### config.mk
export PLATFORM = sky130hd
export DESIGN_NAME = llc_set_table
export DESIGN_NICKNAME = d
export VERILOG_FILES = /design/src/rtl/llc_set_table.sv
export SDC_FILE = /design/constraint.sdc
export NUM_CORES = 1
export LEC_CHECK = 0
export CAP_MARGIN = 10
export CORE_ASPECT_RATIO = 0.9
export CORE_UTILIZATION = 63
export CTS_CLUSTER_SIZE = 40
export DETAILED_ROUTE_END_ITERATION = 12
export GPL_ROUTABILITY_DRIVEN = 0
export PLACE_DENSITY = 0.86
export REMOVE_ABC_BUFFERS = 1
export SYNTH_ARGS = -nofsm -noshare
export SYNTH_HDL_FRONTEND = slang
export SYNTH_SLANG_ARGS = --single-unit
### constraint.sdc
create_clock -name clk -period 5.94 [get_ports clk]
set_clock_uncertainty 0.1 [all_clocks]
set_input_delay 0.891 -clock clk [delete_from_list [all_inputs] [get_ports clk]]
set_output_delay 0.891 -clock clk [all_outputs]
set_load 0.02 [all_outputs]
### src/rtl/llc_set_table.sv
// Tracks the LLC sets in flight between the lookup/process stages and the update stage.
// Optional macro LLC_SET_TABLE_ERR_CHECK_EN adds a sticky error output for protocol misuse.

`ifndef LLC_SET_BITS
`define LLC_SET_BITS 8
`endif

module llc_set_table #(
  parameter int unsigned NUM_ENTRIES = 8,
  parameter int unsigned PTR_W       = 3,
  parameter int unsigned SET_W       = `LLC_SET_BITS
) (
  input  logic             clk,
  input  logic             rst,
  input  logic             alloc_valid,
  input  logic [SET_W-1:0] alloc_set,
  output logic             alloc_ready,
  output logic [PTR_W-1:0] alloc_pointer,
  input  logic             remove_set_from_table,
  input  logic [PTR_W-1:0] table_pointer_to_remove,
  input  logic [SET_W-1:0] check_set,
  output logic             check_conflict,
  input  logic             clr_all,
  output logic             table_full,
  output logic             table_empty,
  output logic [PTR_W:0]   occupancy
`ifdef LLC_SET_TABLE_ERR_CHECK_EN
  ,
  output logic             err_sticky
`endif
);

  logic [NUM_ENTRIES-1:0] valid_q, valid_d;
  logic [SET_W-1:0]       set_q [NUM_ENTRIES];
  logic [PTR_W:0]         occ_q, occ_d;
  logic                   alloc_fire;
  logic                   remove_eff;

  assign table_full  = (occ_q == (PTR_W+1)'(NUM_ENTRIES));
  assign table_empty = (occ_q == '0);
  assign alloc_ready = !table_full;
  assign occupancy   = occ_q;
  assign alloc_fire  = alloc_valid && alloc_ready;
  assign remove_eff  = remove_set_from_table && valid_q[table_pointer_to_remove];

  // Lowest-numbered free entry; reads 0 when full.
  always_comb begin
    alloc_pointer = '0;
    for (int i = int'(NUM_ENTRIES) - 1; i >= 0; i--) begin
      if (!valid_q[i]) alloc_pointer = PTR_W'(i);
    end
  end

  always_comb begin
    check_conflict = 1'b0;
    for (int i = 0; i < int'(NUM_ENTRIES); i++) begin
      if (valid_q[i] && (set_q[i] == check_set)) check_conflict = 1'b1;
    end
  end

  // Alloc and remove never collide: alloc only ever targets a free entry.
  always_comb begin
    valid_d = valid_q;
    if (alloc_fire) valid_d[alloc_pointer] = 1'b1;
    if (remove_eff) valid_d[table_pointer_to_remove] = 1'b0;
  end

  always_comb begin
    occ_d = occ_q;
    unique case ({alloc_fire, remove_eff})
      2'b10:   occ_d = occ_q + 1'b1;
      2'b01:   occ_d = occ_q - 1'b1;
      default: occ_d = occ_q;
    endcase
  end

  always_ff @(posedge clk or negedge rst) begin
    if (!rst) begin
      valid_q <= '0;
      occ_q   <= '0;
      for (int i = 0; i < int'(NUM_ENTRIES); i++) set_q[i] <= '0;
    end else if (clr_all) begin
      valid_q <= '0;
      occ_q   <= '0;
    end else begin
      valid_q <= valid_d;
      occ_q   <= occ_d;
      if (alloc_fire) set_q[alloc_pointer] <= alloc_set;
    end
  end

`ifdef LLC_SET_TABLE_ERR_CHECK_EN
  logic [4:0] starve_q, starve_d;
  logic       starving;
  logic       err_d;

  assign starving = alloc_valid && !alloc_fire;

  // Counts prior consecutive starved cycles; saturates once the threshold is reached.
  always_comb begin
    starve_d = '0;
    if (starving) starve_d = (starve_q >= 5'd16) ? 5'd16 : starve_q + 5'd1;
  end

  always_comb begin
    err_d = err_sticky;
    if (remove_set_from_table && !valid_q[table_pointer_to_remove]) err_d = 1'b1;
    if (starving && (starve_q >= 5'd16)) err_d = 1'b1;
  end

  always_ff @(posedge clk or negedge rst) begin
    if (!rst) begin
      starve_q   <= '0;
      err_sticky <= 1'b0;
    end else if (clr_all) begin
      starve_q   <= '0;
      err_sticky <= 1'b0;
    end else begin
      starve_q   <= starve_d;
      err_sticky <= err_d;
    end
  end
`endif

endmodule

==> metrics <==
setup repair bufs after CTS 0; clock tree root driver cell clkbuf_8; final-stage net count 402; Placeable Area 6250 sq um; number of resized instances in the post-cts repair step 0; # hold bufs at CTS 0; Clk Latency, worst-skew pair 0.36 ns; count of flip-flops with a built-in enable after synthesis 0; maximum fanout count along the critical path 8; Period minus WS final 4.35 ns; violation count after the first detailed-routing iteration 204; initial antenna violation count 0; maximum clock insertion buffer count 2; aggregate negative setup slack 0 ns; first-pass GRT wire length 15200 um; number of clock sinks 76; sequential element share of the synthesized area 45.6%; register bit total from synthesis 76; grt ovf 0; arrival time worst endpoint 3.36 ns; x dimension of the die 87.8 um; final-report setup violation count 0; endpoint type of the worst setup path output port; Detailed Place HPWL 6570 um; row cnt 27; effective utilization at floorplan 66.8%; number of instances in the synthesized netlist 351; global-route usage over all layers 30.1%; remaining antenna violation count after routing 0; fraction of layout instances using a drive strength above 1 23.7%; remaining design rule violation count 0; total length of routed wires 9330 um; register clock-pin slew on the reported worst setup and hold paths 0.08 ns; status completed; leading cell type in the layout, fill and taps excluded dfrtp_1; CP peak stage delay 0.66 ns; most frequent cells in the layout dfrtp_1, mux2_2, xor2_1; required time worst endpoint 4.95 ns; count of warnings emitted by yosys 0; area share of the largest cell type after synthesis 45.6%; mean post-synth cell area 11.9 sq um; relative max-transition margin 26.7%; top cells by area, synth dfrtp_1, mux2_2, xor2_1; PortBufs 34; unrepaired setup endpoints after global routing false; Top delay family on crit path buffers and inverters; CP Launch Type input pin; detailed-route wire length per cell 20.0 um; synthesized cell area 4170 sq um; detailed-router iteration count before antenna repair 5; slowest cell on the critical path clkdlybuf4s50_1; area leader, netlist dfrtp_1; Setup Crit Path Kind in -> out; die boundary height 79.2 um; classification of the worst-slack hold path reg -> reg; async set-reset flop share out of synthesis 100%; top-level I/O count 35; cells along the critical path clkdlybuf4s50_1 > xor2_1 > nor4_1 > nand3_1 > nor4_1 > or4_1 > clkdlybuf4s50_1; Lkg Pwr 2.19 nW; number of buffer and inverter stages on the critical path 2; CTS Buf Count 9; pin count of the biggest net entering global routing 77; worst hold-check slack 0.427 ns; clock tree from TritonCTS built; top_reg_cell synth dfrtp_1; Area Growth Syn to Fin 13.6%; number of levels in the clock H-tree 3; number of max-cap violations 0; via-per-instance ratio 6.22; number of diodes added for antenna fixing 0; full die area 6950 sq um; hold violation count in the final report 0; maximum achievable frequency 230 MHz; worst slew pin tran 1.10 ns; number of global-route vias before repair 2870; power density normalized to cell area 254 nW/um^2; Yosys cell types 48; maximum VDD drop 0.183 mV; number of max-slew violations in the final report 0; crit share post-route 73.3%; total vias in the final route 2906
[layout make-up]
type	count	area, sq um
Tap cell	87	109
Multi-Input combinational cell	247	2150
Clock inverter	6	71.3
Clock buffer	10	138
Timing Repair Buffer	35	345
Sequential cell	76	1900
Inverter	6	25.0
Fill cell	425	1510
[Yosys cell counts, types with 2 or more instances]
| master | instances |
|---|---|
| nand4_1 | 7 |
| a311oi_1 | 4 |
| buf_2 | 3 |
| nand3_1 | 4 |
| xor2_1 | 56 |
| o21ai_0 | 2 |
| mux2_2 | 63 |
| a21oi_1 | 9 |
| o21bai_1 | 2 |
| mux2i_1 | 5 |
| nand2_1 | 11 |
| a31oi_1 | 2 |
| a2111oi_4 | 4 |
| nand2b_1 | 4 |
| inv_1 | 5 |
| a211oi_1 | 3 |
| nor3b_1 | 2 |
| buf_4 | 2 |
| nor3_1 | 10 |
| xnor2_1 | 9 |
| dfrtp_1 | 76 |
| a21o_1 | 2 |
| ha_1 | 2 |
| nor4_1 | 13 |
| nor2_1 | 13 |
| clkbuf_2 | 2 |
| clkbuf_1 | 15 |
[worst reg2reg max path, stage by stage (launching register included)]
cell and delay [ns]:
dfrtp_1 0.45, or4b_4 0.59, and2_1 0.28, nor2_1 0.26
ha_1 0.28, a21o_1 0.18, a21oi_1 0.20, nor4_1 0.07
o21ai_0 0.23, nand2_1 0.07
[cells by family after synthesis]
family / after synthesis / synth area share [%]
flops: 76 / 45.6
simple gates: 73 / 9.75
mux: 69 / 18.5
xor+xnor: 66 / 14.2
compound gates: 36 / 8.04
buf+inv: 28 / 2.91
fa+ha+maj: 3 / 1.08
[routing by layer]
| metal | up-vias | routed length [um] | GRT usage (%) |
|---|---|---|---|
| li1 | 1302 | - | - |
| met1 | 1482 | 4120 | 41.3 |
| met2 | 102 | 4550 | 47.5 |
| met3 | 20 | 487 | 6.24 |
| met4 | 0 | 170 | 10.8 |
| met5 | - | 0 | 0 |
[where the power goes]
part / switching (mW) / internal, mW
registers: 0.0374 / 0.561
clock network: 0.209 / 0.209
logic: 0.0964 / 0.0935
[stage by stage]
| stage | std cells | utilization [%] | worst slack, ns | power, mW | area, sq um |
|---|---|---|---|---|---|
| detailed placement | 451 | 72.5 | 1.58 | 0.796 | 4530 |
| CTS | 467 | 75.8 | 1.58 | 1.21 | 4740 |
| floorplan | 329 | - | 2.75 | 0.710 | 4080 |
| global route | 467 | 75.8 | 1.51 | 1.25 | 4740 |
| global placement | 451 | 72.5 | 1.65 | 0.790 | 4530 |
| finish | 467 | 75.8 | 1.59 | 1.21 | 4740 |
[state kept, by name, summed over array words and instances (netlist names)]
signal and flops:
occupancy 4, valid_q 8, set_q 64
[final timing paths]
check,cells past startpoint,to,startpoint,slack [ns]
min reg2reg,1,set_q[1],set_q[1],0.43
max,7,check_conflict,check_set[6],1.59
max reg2reg,9,occupancy[3],occupancy[2],3.12
max in group asynchronous,1,set_q[25],rst,4.57
min in group asynchronous,1,set_q[0],rst,0.54
min,1,set_q[1],set_q[1],0.43
Note: power is estimated with default switching activity, not from simulation.
